`src/rtl/hilo_muldiv_ctrl_pkg.sv`:
```
`default_nettype none
// +----------------------------------------------------------------------------+
// | Package : hilo_muldiv_ctrl_pkg                                               |
// | Purpose : Operation codes, FSM state encodings and default sizes shared by   |
// |           the HI/LO multiply/divide sequencer, its bus interface and its     |
// |           iterative datapath.                                                |
// | Rev     : 1.0  initial release                                               |
// +----------------------------------------------------------------------------+
package hilo_muldiv_ctrl_pkg;

  localparam int MD_WIDTH = 32;
  localparam int MD_CNT_W = 6;

  // op_i encodings, kept alongside the ALU control codes
  localparam logic [2:0] MD_OP_MULT  = 3'd0;
  localparam logic [2:0] MD_OP_MULTU = 3'd1;
  localparam logic [2:0] MD_OP_DIV   = 3'd2;
  localparam logic [2:0] MD_OP_DIVU  = 3'd3;
  localparam logic [2:0] MD_OP_MTHI  = 3'd4;
  localparam logic [2:0] MD_OP_MTLO  = 3'd5;

  // Sequencer states
  localparam logic [1:0] ST_IDLE = 2'd0;
  localparam logic [1:0] ST_PREP = 2'd1;
  localparam logic [1:0] ST_CALC = 2'd2;
  localparam logic [1:0] ST_FIX  = 2'd3;

endpackage
`default_nettype wire

```
`src/rtl/hilo_muldiv_ctrl_if.sv`:
```
`default_nettype none
// +----------------------------------------------------------------------------+
// | Interface : hilo_muldiv_ctrl_if                                              |
// | Purpose   : Execute-stage <-> HI/LO sequencer signal bundle.                 |
// | Signals   : start_i, op_i[2:0], src0_i, src1_i, flush_i  (execute -> seq)    |
// |             hi_o, lo_o, busy_o, done_o                    (seq -> execute)   |
// | Modports  : master = execute stage, slave = sequencer                        |
// | Rev       : 1.0  initial release                                             |
// +----------------------------------------------------------------------------+
interface hilo_muldiv_ctrl_if
  import hilo_muldiv_ctrl_pkg::*;
#(
  parameter int WIDTH = MD_WIDTH
);

  logic             start_i;
  logic [2:0]       op_i;
  logic [WIDTH-1:0] src0_i;
  logic [WIDTH-1:0] src1_i;
  logic             flush_i;
  logic [WIDTH-1:0] hi_o;
  logic [WIDTH-1:0] lo_o;
  logic             busy_o;
  logic             done_o;

  modport master (
    output start_i, op_i, src0_i, src1_i, flush_i,
    input  hi_o, lo_o, busy_o, done_o
  );

  modport slave (
    input  start_i, op_i, src0_i, src1_i, flush_i,
    output hi_o, lo_o, busy_o, done_o
  );

endinterface
`default_nettype wire

```
`src/rtl/muldiv_iter_dp.sv`:
```
`default_nettype none
// +----------------------------------------------------------------------------+
// | Module  : muldiv_iter_dp                                                     |
// | Purpose : Radix-2 iterative datapath: shift-add multiply or restoring        |
// |           divide, one bit per enabled cycle, on unsigned magnitudes.         |
// | Ports   : clk, rst_n (async, active low)                                     |
// |           i_load      - load i_acc_init into acc low half, i_opnd_init       |
// |           i_step      - perform one iteration                                |
// |           i_is_div    - 1 = divide step, 0 = multiply step                   |
// |           i_acc_init  - multiplier (mul) or dividend (div)                   |
// |           i_opnd_init - multiplicand (mul) or divisor (div)                  |
// |           o_acc       - mul: {hi,lo} product; div: {remainder, quotient}     |
// | Rev     : 1.0  initial release                                               |
// +----------------------------------------------------------------------------+
module muldiv_iter_dp
  import hilo_muldiv_ctrl_pkg::*;
#(
  parameter int WIDTH = MD_WIDTH
) (
  input  wire logic                 clk,
  input  wire logic                 rst_n,
  input  wire logic                 i_load,
  input  wire logic                 i_step,
  input  wire logic                 i_is_div,
  input  wire logic [WIDTH-1:0]     i_acc_init,
  input  wire logic [WIDTH-1:0]     i_opnd_init,
  output      logic [2*WIDTH-1:0]   o_acc
);

  logic [2*WIDTH-1:0] r_acc;
  logic [WIDTH-1:0]   r_opnd;

  logic [WIDTH:0]     w_mul_sum;
  logic [2*WIDTH-1:0] w_mul_next;
  logic [WIDTH:0]     w_rem_sh;
  logic [WIDTH-1:0]   w_diff;
  logic               w_fits;
  logic [2*WIDTH-1:0] w_div_next;

  // Multiply: conditional add into the upper half, carry kept, then shift right.
  assign w_mul_sum  = {1'b0, r_acc[2*WIDTH-1:WIDTH]} +
                      {1'b0, (r_acc[0] ? r_opnd : {WIDTH{1'b0}})};
  assign w_mul_next = {w_mul_sum, r_acc[WIDTH-1:1]};

  // Divide: the shifted remainder needs one extra bit before the trial
  // subtract; after a successful subtract the result is below the divisor,
  // so the low WIDTH bits of the difference are exact.
  assign w_rem_sh   = {r_acc[2*WIDTH-1:WIDTH], r_acc[WIDTH-1]};
  assign w_fits     = (w_rem_sh >= {1'b0, r_opnd});
  assign w_diff     = w_rem_sh[WIDTH-1:0] - r_opnd;
  assign w_div_next = w_fits ? {w_diff, r_acc[WIDTH-2:0], 1'b1}
                             : {w_rem_sh[WIDTH-1:0], r_acc[WIDTH-2:0], 1'b0};

  always_ff @(posedge clk or negedge rst_n) begin
    if (!rst_n) begin
      r_acc  <= '0;
      r_opnd <= '0;
    end else if (i_load) begin
      r_acc  <= {{WIDTH{1'b0}}, i_acc_init};
      r_opnd <= i_opnd_init;
    end else if (i_step) begin
      r_acc  <= i_is_div ? w_div_next : w_mul_next;
    end
  end

  assign o_acc = r_acc;

endmodule
`default_nettype wire

```
`src/rtl/hilo_muldiv_ctrl.sv`:
```
`default_nettype none
// +----------------------------------------------------------------------------+
// | Module  : hilo_muldiv_ctrl                                                   |
// | Purpose : Multi-cycle MULT/MULTU/DIV/DIVU sequencer owning HI/LO; also       |
// |           services MTHI/MTLO writes. Sequence IDLE->PREP->CALC(xWIDTH)->FIX. |
// | Ports   : clk_i   - clock, rising edge                                       |
// |           rst_n_i - asynchronous active-low reset                            |
// |           bus     - hilo_muldiv_ctrl_if.slave (start/op/src0/src1/flush in,  |
// |                     hi/lo/busy/done out)                                     |
// | Rev     : 1.0  initial release                                               |
// +----------------------------------------------------------------------------+
module hilo_muldiv_ctrl
  import hilo_muldiv_ctrl_pkg::*;
#(
  parameter int WIDTH = MD_WIDTH,
  parameter int CNT_W = MD_CNT_W
) (
  input  wire logic          clk_i,
  input  wire logic          rst_n_i,
  hilo_muldiv_ctrl_if.slave  bus
);

  logic [1:0]         r_state, w_next_state;
  logic [CNT_W-1:0]   r_cnt;
  logic               r_is_div, r_is_signed;
  logic [WIDTH-1:0]   r_a, r_b;
  logic               r_sign_q, r_sign_r, r_div0;
  logic [WIDTH-1:0]   r_hi, r_lo;
  logic               r_done;

  logic               w_req, w_accept, w_mthi, w_mtlo;
  logic               w_load, w_step, w_fix;
  logic [WIDTH-1:0]   w_mag_a, w_mag_b;
  logic [WIDTH-1:0]   w_acc_init, w_opnd_init;
  logic [2*WIDTH-1:0] w_acc, w_prod;
  logic [WIDTH-1:0]   w_quo, w_rem;
  logic [WIDTH-1:0]   w_res_hi, w_res_lo;

  // A flush in IDLE drops any request, MT writes included.
  assign w_req    = (r_state == ST_IDLE) && bus.start_i && !bus.flush_i;
  assign w_accept = w_req && ((bus.op_i == MD_OP_MULT) || (bus.op_i == MD_OP_MULTU) ||
                              (bus.op_i == MD_OP_DIV)  || (bus.op_i == MD_OP_DIVU));
  assign w_mthi   = w_req && (bus.op_i == MD_OP_MTHI);
  assign w_mtlo   = w_req && (bus.op_i == MD_OP_MTLO);

  // ---------------- FSM: state register ----------------
  always_ff @(posedge clk_i or negedge rst_n_i) begin
    if (!rst_n_i) r_state <= ST_IDLE;
    else          r_state <= w_next_state;
  end

  // ---------------- FSM: next state ----------------
  always_comb begin
    w_next_state = r_state;
    case (r_state)
      ST_IDLE: if (w_accept) w_next_state = ST_PREP;
      ST_PREP: w_next_state = bus.flush_i ? ST_IDLE : ST_CALC;
      ST_CALC: begin
        if (bus.flush_i)                      w_next_state = ST_IDLE;
        else if (r_cnt == CNT_W'(WIDTH - 1))  w_next_state = ST_FIX;
      end
      ST_FIX:  w_next_state = ST_IDLE;
      default: w_next_state = ST_IDLE;
    endcase
  end

  // ---------------- FSM: outputs ----------------
  always_comb begin
    w_load = (r_state == ST_PREP);
    w_step = (r_state == ST_CALC);
    // flush beats completion in the FIX cycle
    w_fix  = (r_state == ST_FIX) && !bus.flush_i;
  end

  // Operand capture, sign bookkeeping and iteration counter
  assign w_mag_a = (r_is_signed && r_a[WIDTH-1]) ? -r_a : r_a;
  assign w_mag_b = (r_is_signed && r_b[WIDTH-1]) ? -r_b : r_b;

  always_ff @(posedge clk_i or negedge rst_n_i) begin
    if (!rst_n_i) begin
      r_is_div    <= 1'b0;
      r_is_signed <= 1'b0;
      r_a         <= '0;
      r_b         <= '0;
      r_sign_q    <= 1'b0;
      r_sign_r    <= 1'b0;
      r_div0      <= 1'b0;
      r_cnt       <= '0;
    end else begin
      if (w_accept) begin
        r_is_div    <= (bus.op_i == MD_OP_DIV) || (bus.op_i == MD_OP_DIVU);
        r_is_signed <= (bus.op_i == MD_OP_MULT) || (bus.op_i == MD_OP_DIV);
        r_a         <= bus.src0_i;
        r_b         <= bus.src1_i;
      end
      if (w_load) begin
        r_sign_q <= r_is_signed && (r_a[WIDTH-1] ^ r_b[WIDTH-1]);
        r_sign_r <= r_is_signed && r_a[WIDTH-1];
        r_div0   <= (r_b == '0);
        r_cnt    <= '0;
      end else if (w_step) begin
        r_cnt    <= r_cnt + 1'b1;
      end
    end
  end

  // Multiply iterates over the multiplier held in the accumulator low half;
  // divide shifts the dividend out of it.
  assign w_acc_init  = r_is_div ? w_mag_a : w_mag_b;
  assign w_opnd_init = r_is_div ? w_mag_b : w_mag_a;

  muldiv_iter_dp #(
    .WIDTH (WIDTH)
  ) u_dp (
    .clk         (clk_i),
    .rst_n       (rst_n_i),
    .i_load      (w_load),
    .i_step      (w_step),
    .i_is_div    (r_is_div),
    .i_acc_init  (w_acc_init),
    .i_opnd_init (w_opnd_init),
    .o_acc       (w_acc)
  );

  // Result fixup
  assign w_prod = r_sign_q ? -w_acc : w_acc;
  assign w_quo  = w_acc[WIDTH-1:0];
  assign w_rem  = w_acc[2*WIDTH-1:WIDTH];

  always_comb begin
    w_res_hi = w_prod[2*WIDTH-1:WIDTH];
    w_res_lo = w_prod[WIDTH-1:0];
    if (r_is_div) begin
      if (r_div0) begin
        w_res_hi = r_a;
        w_res_lo = '1;
      end else begin
        w_res_hi = r_sign_r ? -w_rem : w_rem;
        w_res_lo = r_sign_q ? -w_quo : w_quo;
      end
    end
  end

  // HI/LO registers and done pulse
  always_ff @(posedge clk_i or negedge rst_n_i) begin
    if (!rst_n_i) begin
      r_hi   <= '0;
      r_lo   <= '0;
      r_done <= 1'b0;
    end else begin
      r_done <= w_fix;
      if (w_fix) begin
        r_hi <= w_res_hi;
        r_lo <= w_res_lo;
      end else begin
        if (w_mthi) r_hi <= bus.src0_i;
        if (w_mtlo) r_lo <= bus.src0_i;
      end
    end
  end

  assign bus.hi_o   = r_hi;
  assign bus.lo_o   = r_lo;
  assign bus.busy_o = (r_state != ST_IDLE);
  assign bus.done_o = r_done;

endmodule
`default_nettype wire
```
`src/flat_wrapper.sv`:
```
// flat-port wrapper written by rule: the top's interface ports become plain ports
module hilo_muldiv_ctrl_flat import hilo_muldiv_ctrl_pkg::*;
#(
  parameter int WIDTH = MD_WIDTH,
  parameter int CNT_W = MD_CNT_W
)
  (clk_i, rst_n_i, bus_start_i, bus_op_i, bus_src0_i, bus_src1_i, bus_flush_i, bus_hi_o, bus_lo_o, bus_busy_o, bus_done_o);
  hilo_muldiv_ctrl_if #(.WIDTH(WIDTH)) bus_i ();
  input  wire logic clk_i;
  input  wire logic rst_n_i;
  input wire logic [$bits(bus_i.start_i)-1:0] bus_start_i;
  input wire logic [$bits(bus_i.op_i)-1:0] bus_op_i;
  input wire logic [$bits(bus_i.src0_i)-1:0] bus_src0_i;
  input wire logic [$bits(bus_i.src1_i)-1:0] bus_src1_i;
  input wire logic [$bits(bus_i.flush_i)-1:0] bus_flush_i;
  output wire logic [$bits(bus_i.hi_o)-1:0] bus_hi_o;
  output wire logic [$bits(bus_i.lo_o)-1:0] bus_lo_o;
  output wire logic [$bits(bus_i.busy_o)-1:0] bus_busy_o;
  output wire logic [$bits(bus_i.done_o)-1:0] bus_done_o;
  assign bus_i.start_i = bus_start_i;
  assign bus_i.op_i = bus_op_i;
  assign bus_i.src0_i = bus_src0_i;
  assign bus_i.src1_i = bus_src1_i;
  assign bus_i.flush_i = bus_flush_i;
  assign bus_hi_o = bus_i.hi_o;
  assign bus_lo_o = bus_i.lo_o;
  assign bus_busy_o = bus_i.busy_o;
  assign bus_done_o = bus_i.done_o;
  hilo_muldiv_ctrl #(.WIDTH(WIDTH), .CNT_W(CNT_W)) u_core (.clk_i(clk_i), .rst_n_i(rst_n_i), .bus(bus_i));
endmodule
```
`config.mk`:
```
export PLATFORM = sky130hd
export DESIGN_NAME = hilo_muldiv_ctrl_flat
export DESIGN_NICKNAME = d
export VERILOG_FILES = /design/src/rtl/hilo_muldiv_ctrl_pkg.sv /design/src/rtl/hilo_muldiv_ctrl_if.sv /design/src/rtl/muldiv_iter_dp.sv /design/src/rtl/hilo_muldiv_ctrl.sv /design/src/flat_wrapper.sv
export SDC_FILE = /design/constraint.sdc
export NUM_CORES = 1
export LEC_CHECK = 0
export ABC_CLOCK_PERIOD_IN_PS = 8750
export CAP_MARGIN = 20
export CORE_AREA = 3 3 175 177
export CTS_CLUSTER_DIAMETER = 50
export CTS_CLUSTER_SIZE = 16
export DETAILED_ROUTE_END_ITERATION = 16
export DIE_AREA = 0 0 178 180
export GPL_TIMING_DRIVEN = 1
export PLACE_DENSITY = 0.85
export SLEW_MARGIN = 20
export SYNTH_ARGS = -nofsm -noshare
export SYNTH_HDL_FRONTEND = slang
export SYNTH_SLANG_ARGS = --single-unit
```
`constraint.sdc`:
```
create_clock -name clk_i -period 8.75 [get_ports clk_i]
set_input_delay 1.75 -clock clk_i [delete_from_list [all_inputs] [get_ports clk_i]]
set_output_delay 1.75 -clock clk_i [all_outputs]
set_load 0.05 [all_outputs]
```
==> impl_metrics.csv <==
group,metric,value,unit
outcome,run_status,"finished, final reports clean",
setup_path,cp_max_fo,42,
die,start_util,60.31,%
die,die-area,32040,um2
min_path,hold_path.class,"flip-flop to flip-flop",
sta,hold_violations,0,
sta,fin_crit,4.570,ns
placement,dp_slack,3.766,ns
synth,syn_area,17730,um2
finish,fill_cells,2262,
grt,grt-ovfl-total,0,
synth,ys_types,79,
route,drt_wl_total,60.83,mm
flow_run,drv_cap,0,
clock_network,clk_path_buf_depth,3,
pwr,vdd_drop_max,500.0,uV
synth,async_flop_share,100.0,%
finish,final_layout_size_suffix_gt1_share,8.830,%
die,die_height,180,um
setup_path,reg2reg_depth,10,
synth,syn_avg_cell_area,8.497,um2
sta,finalSetupTns,0,ns
route,drt.antenna.violating_nets,0,
die,rows,63,
finish,nets,2288,
pwr,finalPower,9722,uW
setup_path,reg2reg_slack,4.18,ns
synth,synth_edf_count,0,
setup_path,crit_required,9.14,ns
route,avgViaCountPerCell,6.683,
min_path,hold_depth,2,
clock_network,post-cts-setup-buffers,0,
sta,period_share,52.23,%
sta,fmax,218.8,MHz
die,num_io_pins,137,
synth,syn_nets,2234,
placement,numPortBuffers,136,
placement,hpwl,45.06,mm
clock_network,postCtsHoldBufs,0,
sta,drv_slew,0,
die,dieWidth,178,um
setup_path,crit_type,"flip-flop to flip-flop",
clock_network,clkTransAtPathRegs,0.07,ns
clock_network,htree_levels,1,
grt,grt_pass1_vias,16160,
setup_path,crit_arrival,4.96,ns
clock_network,clkLatencyLatePin,0.57,ns
synth,yosysSeqAreaShare,33.58,%
synth,synth_top_area_share,33.58,%
route,vias,17060,
synth,synth-main-ff-cell,"dfrtp_1",
sta,setup_viol,0,
pwr,powerDensity,478.8,nW/um2
setup_path,startpoint,"u_core.u_dp.o_acc[41]",
synth,yosysWarnings,0,
route,drc,0,
route,firstDrtPassIters,8,
placement,placed_cells,2500,
clock_network,cts_resized,0,
synth,synthTopCellsByArea,"dfrtp_1 (34%), xnor2_1 (7.0%), a21oi_1 (5.9%), mux2_2 (5.4%), ha_1 (5.2%)",
grt,grt.total_usage,37.03,%
synth,syn_inst,2087,
synth,synth_top_area_cell,"dfrtp_1",
setup_path,startpoint_type,"flip-flop",
sta,slew_headroom,24.17,%
grt,grt_max_degree,117,
sta,skew,0.01634,ns
finish,final_cell_area,20300,um2
setup_path,crit_end,"u_core.u_dp.o_acc[33]",
setup_path,crit_path_end_kind,"flip-flop",
clock_network,numCtsBuffers,29,
sta,tightest_slew,1.138,ns
clock_network,cts_tree,"done",
clock_network,clock-sinks,238,
synth,yosysMostFrequentCell,"dfrtp_1",
sta,rsz0062_at_grt,"false",
synth,synth_common_cells,"dfrtp_1 (238), a21oi_1 (209), nor2_1 (184)",
route,wl_per_cell,23.83,um
setup_path,r2r-end,"u_core.u_dp.o_acc[33]",
pwr,cellLeakagePower,0.008500,uW
synth,ys_seq_elements,238,
grt,antenna_found_initial,1,
clock_network,clock-root-buffer,"clkbuf_16",
finish,antenna_cells,0,
setup_path,r2r-start,"u_core.u_dp.o_acc[41]",
placement,placedInstanceArea,19250,um2
die,core-area,29400,um2
route,drt_iter0_markers,2210,
finish,fin_cells,2553,
grt,grt_pass1_wl,93.15,mm
placement,place_congestion,1.046,
sta,layout_setup_ws,4.180,ns
finish,syn_to_final_growth,14.50,%
[through the flow]
stage | util [%] | hold WS [ns]
2_1_floorplan | - | 0.4785
3_3_place_gp | 65.43 | 0.4614
3_5_place_dp | 65.47 | 0.4706
4_1_cts | 69.02 | 0.4856
5_1_grt | 69.06 | 0.4968
6_report | 69.06 | 0.4790
[logic make-up after synthesis]
family | count (synthesis) | share of synthesized area (%)
adder cells (fa/ha/maj) | 76 | 5.447
multiplexers | 136 | 8.417
AO/OA/AOI/OAI | 664 | 22.89
flip-flops | 238 | 33.58
AND/OR/NAND/NOR | 552 | 14.80
buffers and inverters | 213 | 4.593
XOR/XNOR | 208 | 10.27
[critical path: stages, from the launching register on]
cell     delay [ns]
dfrtp_1        0.66
ha_1           0.43
and4_1         0.26
and2_1         0.13
nor3_1         0.47
a31oi_1        0.34
a31oi_1        0.42
a22o_2         1.00
mux2_2         0.42
a21oi_1        0.15
o22ai_1        0.10
[power breakdown]
group | switching [uW] | internal, uW
logic | 3690 | 2330
registers | 790 | 1620
clock network | 549 | 739
total | 5020 | 4700
[cell type report]
class                   instances  area [um2]  area share (%)
multi-input cells            1636       11010           54.21
repair buffers                152        1490           7.339
flip-flops and latches        238        5961           29.36
clock inverters                20       282.8           1.393
inverters                      84       315.3           1.553
well taps                     390       488.0           2.403
clock buffers                  33       760.7           3.747
[how the worst min path moves through the flow]
stage,start,end,slack (ns)
2_1_floorplan,u_core.r_cnt[0],u_core.r_cnt[0],0.48
3_3_place_gp,u_core.bus.lo_o[0],u_core.bus.lo_o[0],0.46
3_5_place_dp,u_core.bus.lo_o[15],u_core.bus.lo_o[15],0.47
4_1_cts,u_core.bus.lo_o[15],u_core.bus.lo_o[15],0.49
5_1_grt,u_core.bus.lo_o[0],u_core.bus.lo_o[0],0.50
6_report,u_core.bus.lo_o[15],u_core.bus.lo_o[15],0.48
[per-layer routing]
| layer | vias to the layer above | GRT usage [%] | share of wire, % |
|---|---|---|---|
| li1 | 7658 | - | - |
| met1 | 8078 | 51.17 | 39 |
| met3 | 185 | 7.668 | 12 |
| met2 | 1141 | 53.13 | 41 |
| met4 | 0 | 22.53 | 7.4 |
| met5 | - | 0 | 0 |
[layout by cell type (no fill, tap or decap), drive strengths merged, types with 7 or more instances in the layout]
cell type | Yosys | routed
and3 | 7 | 7
nand3 | 26 | 26
clkbuf | 114 | 33
nand4 | 20 | 20
xor2 | 67 | 67
nand3b | 8 | 8
dfrtp | 238 | 238
a21oi | 209 | 209
nor3 | 20 | 20
a222oi | 7 | 7
mux2 | 85 | 85
o21bai | 9 | 9
mux2i | 49 | 49
nor4 | 19 | 19
o22ai | 55 | 55
clkdlybuf4s50 | 0 | 135
clkinv | 1 | 9
a31oi | 15 | 15
o31ai | 23 | 23
or4 | 16 | 16
o221ai | 16 | 16
or3 | 21 | 21
o21ai | 185 | 185
a21o | 27 | 27
a22o | 8 | 8
o41ai | 14 | 14
nand2 | 179 | 179
inv | 83 | 90
nand2b | 14 | 14
a221oi | 7 | 7
or2 | 8 | 8
o211ai | 15 | 15
buf | 15 | 17
nor2 | 184 | 184
a211oi | 36 | 36
xnor2 | 141 | 141
nor2b | 13 | 13
ha | 74 | 74
[flip-flops by register name, indices dropped and copies added (netlist names), 2 cells and up]
name / flops
u_core.r_cnt: 6
u_core.r_b: 32
u_core.bus.lo_o: 32
u_core.bus.hi_o: 32
u_core.r_state: 2
u_core.u_dp.o_acc: 64
u_core.r_a: 32
u_core.u_dp.r_opnd: 32
Power figures use the tool's default switching activity.
